## src/rtl/vga_timing_gen_pkg.sv

```systemverilog
// Shared VGA timing constants, sync polarity names and the total-count helper
// used by the vga_timing_gen block (package vga_pkg).
package vga_pkg;

  // 640x480@60 with a 25 MHz pixel clock.
  localparam int H_ACTIVE_DEF = 640;
  localparam int H_FRONT_DEF  = 16;
  localparam int H_SYNC_DEF   = 96;
  localparam int H_BACK_DEF   = 48;
  localparam int V_ACTIVE_DEF = 480;
  localparam int V_FRONT_DEF  = 10;
  localparam int V_SYNC_DEF   = 2;
  localparam int V_BACK_DEF   = 33;

  localparam logic SYNC_ACTIVE_LOW  = 1'b0;
  localparam logic SYNC_ACTIVE_HIGH = 1'b1;

  // Bits carried through the sync/blank delay line, asserted-high internally.
  typedef struct packed {
    logic h;
    logic v;
    logic video;
  } sync_bits_t;

  // Works for either axis: H_TOTAL and V_TOTAL are both active+front+sync+back.
  function automatic int timing_total(input int active, input int front,
                                      input int sync, input int back);
    return active + front + sync + back;
  endfunction

endpackage

```

## src/rtl/sync_delay_line.sv

```systemverilog
// Parametrised shift register that keeps sync/blank aligned with a pixel
// pipeline; DEPTH=0 degenerates to a wire.
module sync_delay_line #(
  parameter int               WIDTH     = 3,
  parameter int               DEPTH     = 1,
  parameter logic [WIDTH-1:0] RESET_VAL = '0
) (
  input  logic             clk,
  input  logic             reset,
  input  logic [WIDTH-1:0] d_i,
  output logic [WIDTH-1:0] d_o
);

  if (DEPTH == 0) begin : g_bypass
    logic unused_bypass;
    assign unused_bypass = ^{clk, reset};
    assign d_o = d_i;
  end else begin : g_pipe
    logic [WIDTH-1:0] stage_q [DEPTH];

    // NOTE: every stage is reset, so sync reads deasserted until real data
    // has shifted through; a non-reset pipe would emit X/garbage sync pulses.
    always_ff @(posedge clk) begin
      if (reset) begin
        for (int i = 0; i < DEPTH; i++) stage_q[i] <= RESET_VAL;
      end else begin
        stage_q[0] <= d_i;
        for (int i = 1; i < DEPTH; i++) stage_q[i] <= stage_q[i-1];
      end
    end

    assign d_o = stage_q[DEPTH-1];
  end

endmodule

```

## src/rtl/vga_timing_gen.sv

```systemverilog
// Parametrised VGA timing generator: pixel-tick divider, h/v counters, strobes
// and a delayed sync/blank path. Define VGA_FRAME_COUNT_EN for the frame counter.
module vga_timing_gen
  import vga_pkg::*;
#(
  parameter int   H_ACTIVE   = H_ACTIVE_DEF,
  parameter int   H_FRONT    = H_FRONT_DEF,
  parameter int   H_SYNC     = H_SYNC_DEF,
  parameter int   H_BACK     = H_BACK_DEF,
  parameter int   V_ACTIVE   = V_ACTIVE_DEF,
  parameter int   V_FRONT    = V_FRONT_DEF,
  parameter int   V_SYNC     = V_SYNC_DEF,
  parameter int   V_BACK     = V_BACK_DEF,
  parameter int   CLK_DIV    = 4,
  parameter logic SYNC_POL   = SYNC_ACTIVE_LOW,
  parameter int   PIPE_DELAY = 1,
  parameter int   CW         = 10
) (
  input  logic          clk,
  input  logic          reset,
  input  logic          enable,
  output logic [CW-1:0] pixel_x,
  output logic [CW-1:0] pixel_y,
  output logic          p_tick,
  output logic          video_on,
  output logic          video_on_d,
  output logic          h_sync,
  output logic          v_sync,
  output logic          line_start,
  output logic          frame_start,
  output logic [7:0]    frame_cnt
);

  localparam int H_TOTAL = timing_total(H_ACTIVE, H_FRONT, H_SYNC, H_BACK);
  localparam int V_TOTAL = timing_total(V_ACTIVE, V_FRONT, V_SYNC, V_BACK);
  localparam int DW      = (CLK_DIV > 1) ? $clog2(CLK_DIV) : 1;

  localparam logic [DW-1:0] DIV_LAST  = DW'(CLK_DIV - 1);
  localparam logic [CW-1:0] H_LAST    = CW'(H_TOTAL - 1);
  localparam logic [CW-1:0] V_LAST    = CW'(V_TOTAL - 1);
  localparam logic [CW-1:0] HS_START  = CW'(H_ACTIVE + H_FRONT);
  localparam logic [CW-1:0] HS_END    = CW'(H_ACTIVE + H_FRONT + H_SYNC);
  localparam logic [CW-1:0] VS_START  = CW'(V_ACTIVE + V_FRONT);
  localparam logic [CW-1:0] VS_END    = CW'(V_ACTIVE + V_FRONT + V_SYNC);

  logic [DW-1:0] div_q, div_d;
  logic          p_tick_q, p_tick_d;
  logic [CW-1:0] h_cnt_q, h_cnt_d;
  logic [CW-1:0] v_cnt_q, v_cnt_d;
  logic          tick, h_wrap, v_wrap;
  sync_bits_t    raw, raw_dly;

  // A tick raised just before enable drops is held and delivered on re-enable,
  // so freezing never skips or duplicates a pixel.
  assign tick   = p_tick_q & enable;
  assign h_wrap = (h_cnt_q == H_LAST);
  assign v_wrap = (v_cnt_q == V_LAST);

  always_comb begin
    div_d    = div_q;
    p_tick_d = p_tick_q;
    h_cnt_d  = h_cnt_q;
    v_cnt_d  = v_cnt_q;
    if (enable) begin
      div_d    = (div_q == DIV_LAST) ? '0 : div_q + 1'b1;
      p_tick_d = (div_q == DIV_LAST);
    end
    if (tick) begin
      h_cnt_d = h_wrap ? '0 : h_cnt_q + 1'b1;
      if (h_wrap) v_cnt_d = v_wrap ? '0 : v_cnt_q + 1'b1;
    end
  end

  // NOTE: state registers use non-blocking assignments so every flop samples
  // pre-edge values regardless of statement order.
  always_ff @(posedge clk) begin
    if (reset) begin
      div_q    <= '0;
      p_tick_q <= 1'b0;
      h_cnt_q  <= '0;
      v_cnt_q  <= '0;
    end else begin
      div_q    <= div_d;
      p_tick_q <= p_tick_d;
      h_cnt_q  <= h_cnt_d;
      v_cnt_q  <= v_cnt_d;
    end
  end

  assign raw.h     = (h_cnt_q >= HS_START) && (h_cnt_q < HS_END);
  assign raw.v     = (v_cnt_q >= VS_START) && (v_cnt_q < VS_END);
  assign raw.video = (h_cnt_q < CW'(H_ACTIVE)) && (v_cnt_q < CW'(V_ACTIVE));

  sync_delay_line #(
    .WIDTH    (3),
    .DEPTH    (PIPE_DELAY),
    .RESET_VAL(3'b000)
  ) u_sync_delay (
    .clk  (clk),
    .reset(reset),
    .d_i  (raw),
    .d_o  (raw_dly)
  );

  assign pixel_x     = h_cnt_q;
  assign pixel_y     = v_cnt_q;
  assign p_tick      = tick;
  assign video_on    = raw.video;
  assign video_on_d  = raw_dly.video;
  assign h_sync      = raw_dly.h ? SYNC_POL : ~SYNC_POL;
  assign v_sync      = raw_dly.v ? SYNC_POL : ~SYNC_POL;
  assign line_start  = tick & h_wrap;
  assign frame_start = line_start & v_wrap;

`ifdef VGA_FRAME_COUNT_EN
  logic [7:0] frame_cnt_q, frame_cnt_d;

  assign frame_cnt_d = frame_start ? frame_cnt_q + 8'd1 : frame_cnt_q;

  always_ff @(posedge clk) begin
    if (reset) frame_cnt_q <= '0;
    else       frame_cnt_q <= frame_cnt_d;
  end

  assign frame_cnt = frame_cnt_q;
`else
  assign frame_cnt = 8'd0;
`endif

endmodule

```

## config.mk

```make
export PLATFORM = sky130hd
export DESIGN_NAME = vga_timing_gen
export DESIGN_NICKNAME = d
export VERILOG_FILES = /design/src/rtl/vga_timing_gen_pkg.sv /design/src/rtl/sync_delay_line.sv /design/src/rtl/vga_timing_gen.sv
export SDC_FILE = /design/constraint.sdc
export NUM_CORES = 1
export LEC_CHECK = 0
export ABC_AREA = 1
export CAP_MARGIN = 0
export CELL_PAD_IN_SITES_DETAIL_PLACEMENT = 1
export CELL_PAD_IN_SITES_GLOBAL_PLACEMENT = 1
export CORE_ASPECT_RATIO = 0.9
export CORE_UTILIZATION = 36
export CTS_CLUSTER_DIAMETER = 40
export DETAILED_ROUTE_END_ITERATION = 7
export HOLD_SLACK_MARGIN = 0.15
export PLACE_DENSITY = 0.85
export SETUP_SLACK_MARGIN = 0.1
export SLEW_MARGIN = 10
export SYNTH_ARGS = -nofsm -noshare
export SYNTH_HDL_FRONTEND = slang
export SYNTH_SLANG_ARGS = --single-unit
```

## constraint.sdc

```tcl
create_clock -name clk -period 3.7 [get_ports clk]
set_input_delay 0.37 -clock clk [delete_from_list [all_inputs] [get_ports clk]]
set_output_delay 0.37 -clock clk [all_outputs]
set_load 0.005 [all_outputs]
```

==> flow_summary.yaml <==
status:
  status: "completed"
placement:
  routabilityCongestion: 0.823
  detailed_placement_wirelength_estimate_mm: 2.98
  place.port_buffers: 29
  dpl.cell_count: 286
worst_setup_path:
  cp_data_required_time_ns: 3.33
  timing.critical_path.arrival_ns: 2.08
  rr_startpoint: "pixel_x[1]"
  timing.critical_path.from: "enable"
  crit_top_cell: "clkdlybuf4s50_1"
  worst_path_largest_cell_delay_ns: 0.54
  timing.critical_path.cells: "clkdlybuf4s50_1 > nand2_2 > nor2_4 > nand3_2 > nor2_2 > clkdlybuf4s50_1"
  crit_buf_inv: 2
  worst_r2r_path_depth: 8
  r2r_end: "pixel_x[9]"
  worstPathMaxFanout: 8
  crit_slowest_cell: "clkdlybuf4s50_1"
  worst_setup_path_end_kind: "output pin"
  worstSetupPathType: "in -> out"
  setup.worst_path.start_class: "input port"
  ff2ff_setup_slack_ns: 2.02
  gate_family_responsible_for_the_most_delay_along_the_worst_path: "buffers and inverters"
clocking:
  cts.sinks: 26
  worst_skew_pair.late_latency_ns: 0.27
  htreeDepth: 1
  cts_repair_resize_count: 0
  postCtsHoldBufs: 0
  cts_buffer_depth: 2
  postCtsSetupRepairBufs: 0
  cts_tree: "done"
  cts-buffers-inserted: 3
  clk_root_buffer_cell: "clkbuf_8"
  clkTransAtPathRegs_ns: 0.09
flow_run:
  drv.max_cap_violation_count: 0
yosys:
  ys_seq_area_share_pct: 35.9
  synth_warnings: 0
  post_synth_instance_area_sq_mm: 0.00145
  ys_seq_elements: 26
  synthesis.instances: 213
  avgSynthCellArea_sq_um: 6.81
  synth_cell_type_count: 24
power_and_ir_drop:
  combinationalPowerShare_pct: 5.7
  power-per-cell-area_mw_per_mm2: 264
  power.net_switching_uw: 109
  worst_case_vdd_ir_drop_v: 0.000188
  switching_portion_of_total_power_pct: 22.9
  clockPowerShare_pct: 34.0
  cellInternalPower_uw: 367
  power.static_leakage_uw: 0.000724
  seqPwrFrac_pct: 60.3
sta:
  timing.final.setup_violations: 0
  grt_setup_unrepaired: "no"
  count_of_final_max_slew_check_failures: 0
  finalHoldViolCount: 0
  final_min_period_over_clock_period_pct: 66.3
  final_period_minus_worst_setup_slack_ns: 2.45
  tns_ns: 0
  clock.fmax_ghz: 0.407
  fin_skew_ns: 0.00131
die:
  area_enclosed_by_the_die_boundary_sq_mm: 0.00429
  die_w_microns: 68.9
  num_io_pins: 38
  std_cell_rows: 21
  floorplan.initialDensity_pct: 38.4
  chipHeight_microns: 62.2
  coreArea_sq_mm: 0.00378
drt:
  vias_per_cell: 4.99
  drcViolationCount: 0
  detailedRoute.firstPassIterationCount: 4
  finalWirelength_mm: 3.83
  met3_length_microns: 189
  met2_length_mm: 1.83
  top_signal_layer_used: "met4"
  route.antenna.remaining_nets: 0
  detailedRoute.firstIterationViolations: 68
  num_vias: 1443
  routedLengthMet1_mm: 1.79
  wire_per_inst_microns: 13.3
min_path:
  holdPathStages: 1
  hold-path-endpoint: "div_q[0]"
  holdCritPathClass: "reg -> reg"
  min-delay-start: "div_q[0]"
cells_and_area:
  area.growth.synth_to_final_pct: 24.2
  antenna-diode-count: 0
  stdcell_count: 289
  number_of_filler_instances_in_the_final_layout: 507
  final_net_count: 254
  layout.cells.most_common: "nand2_1"
  drive_gt1_share_pct: 4.53
  layout_common_cells: "nand2_1 (44), nor2_1 (38), inv_1 (31)"
grt:
  antenna_found_initial: 0
  globalRoute.totalOverflow: 0
  grt_use_total_pct: 20.1
  pin_count_of_the_biggest_net_entering_global_routing: 14
  grt_pass1_wl_mm: 6.60
  number_of_global_route_vias_before_repair: 1418
Yosys cell counts (all sizes together):
cell type,n,area share [%]
dfxtp,26,36
clkbuf,1,0.26
inv,31,8.0
nand3,15,5.9
o21ai,8,2.8
a21oi,10,3.4
nand2,46,12
buf,8,4.1
nand3b,2,1.0
nor3,4,1.4
a211oi,2,1.0
a21o,1,0.52
xor2,2,1.2
conb,1,0.26
nor2,42,13
nand4,7,3.0
a2111oi,1,0.60
ha,6,5.2
kinds of logic (layout without fill, tap and decap cells):
kind of cell / count (synthesis) / in the layout / share of synthesized area (%)
xor gates and xnor gates: 2 / 2 / 1.21
other: 1 / 8 / 0.258
adders and majority gates: 6 / 6 / 5.17
AOI/OAI and AO/OA: 22 / 22 / 8.36
buffers and inverters: 40 / 63 / 12.4
DFF: 26 / 26 / 35.9
and+or+nand+nor: 116 / 116 / 36.7
area by class of cell:
class | count | area [sq um] | area share, %
timing repair buffer | 29 | 290 | 16.1
inverter | 31 | 116 | 6.45
clock buffer | 3 | 41.3 | 2.29
sequential | 26 | 520 | 28.9
tap | 46 | 57.6 | 3.19
multi-input combinational | 154 | 777 | 43.1
power groups by stage:
stage / registers, uW / logic [uW] / clock network [uW]
detailed placement: 293 / 27.1 / 0
finish: 287 / 27.1 / 162
global route: 287 / 31.2 / 182
CTS: 287 / 27.3 / 168
global placement: 293 / 26.3 / 0
floorplan: 293 / 21.7 / 0
stage by stage:
| step | worst slack (ns) | utilization (%) | hold slack (ns) | area [sq um] | total power [uW] |
|---|---|---|---|---|---|
| floorplan | 2.24 | - | 0.445 | 1480 | 314 |
| global placement | 1.28 | 46.6 | 0.469 | 1760 | 319 |
| detailed placement | 1.23 | 46.6 | 0.476 | 1760 | 320 |
| CTS | 1.23 | 47.7 | 0.495 | 1800 | 482 |
| global route | 1.10 | 47.7 | 0.529 | 1800 | 500 |
| finish | 1.25 | 47.7 | 0.486 | 1800 | 475 |
how the worst max path moves through the flow:
stage	to	slack (ns)	cells after the start
global placement	frame_start	1.28	6
CTS	frame_start	1.23	6
detailed placement	frame_start	1.23	6
floorplan	frame_start	2.24	5
global route	frame_start	1.10	6
finish	frame_start	1.25	6
metal layers:
layer  track usage [%]  vias to the layer above
met3              4.60                        2
li1                  -                      721
met5                 0                        -
met4              3.83                        0
met2              32.0                       34
met1              27.4                      686
state kept, by name, indices dropped and copies added (netlist names):
signal                       cells
p_tick_q                         1
div_q                            2
u_sync_delay.g_pipe.stage_q      3
pixel_x                         10
pixel_y                         10
(Power assumes the default switching activity.)
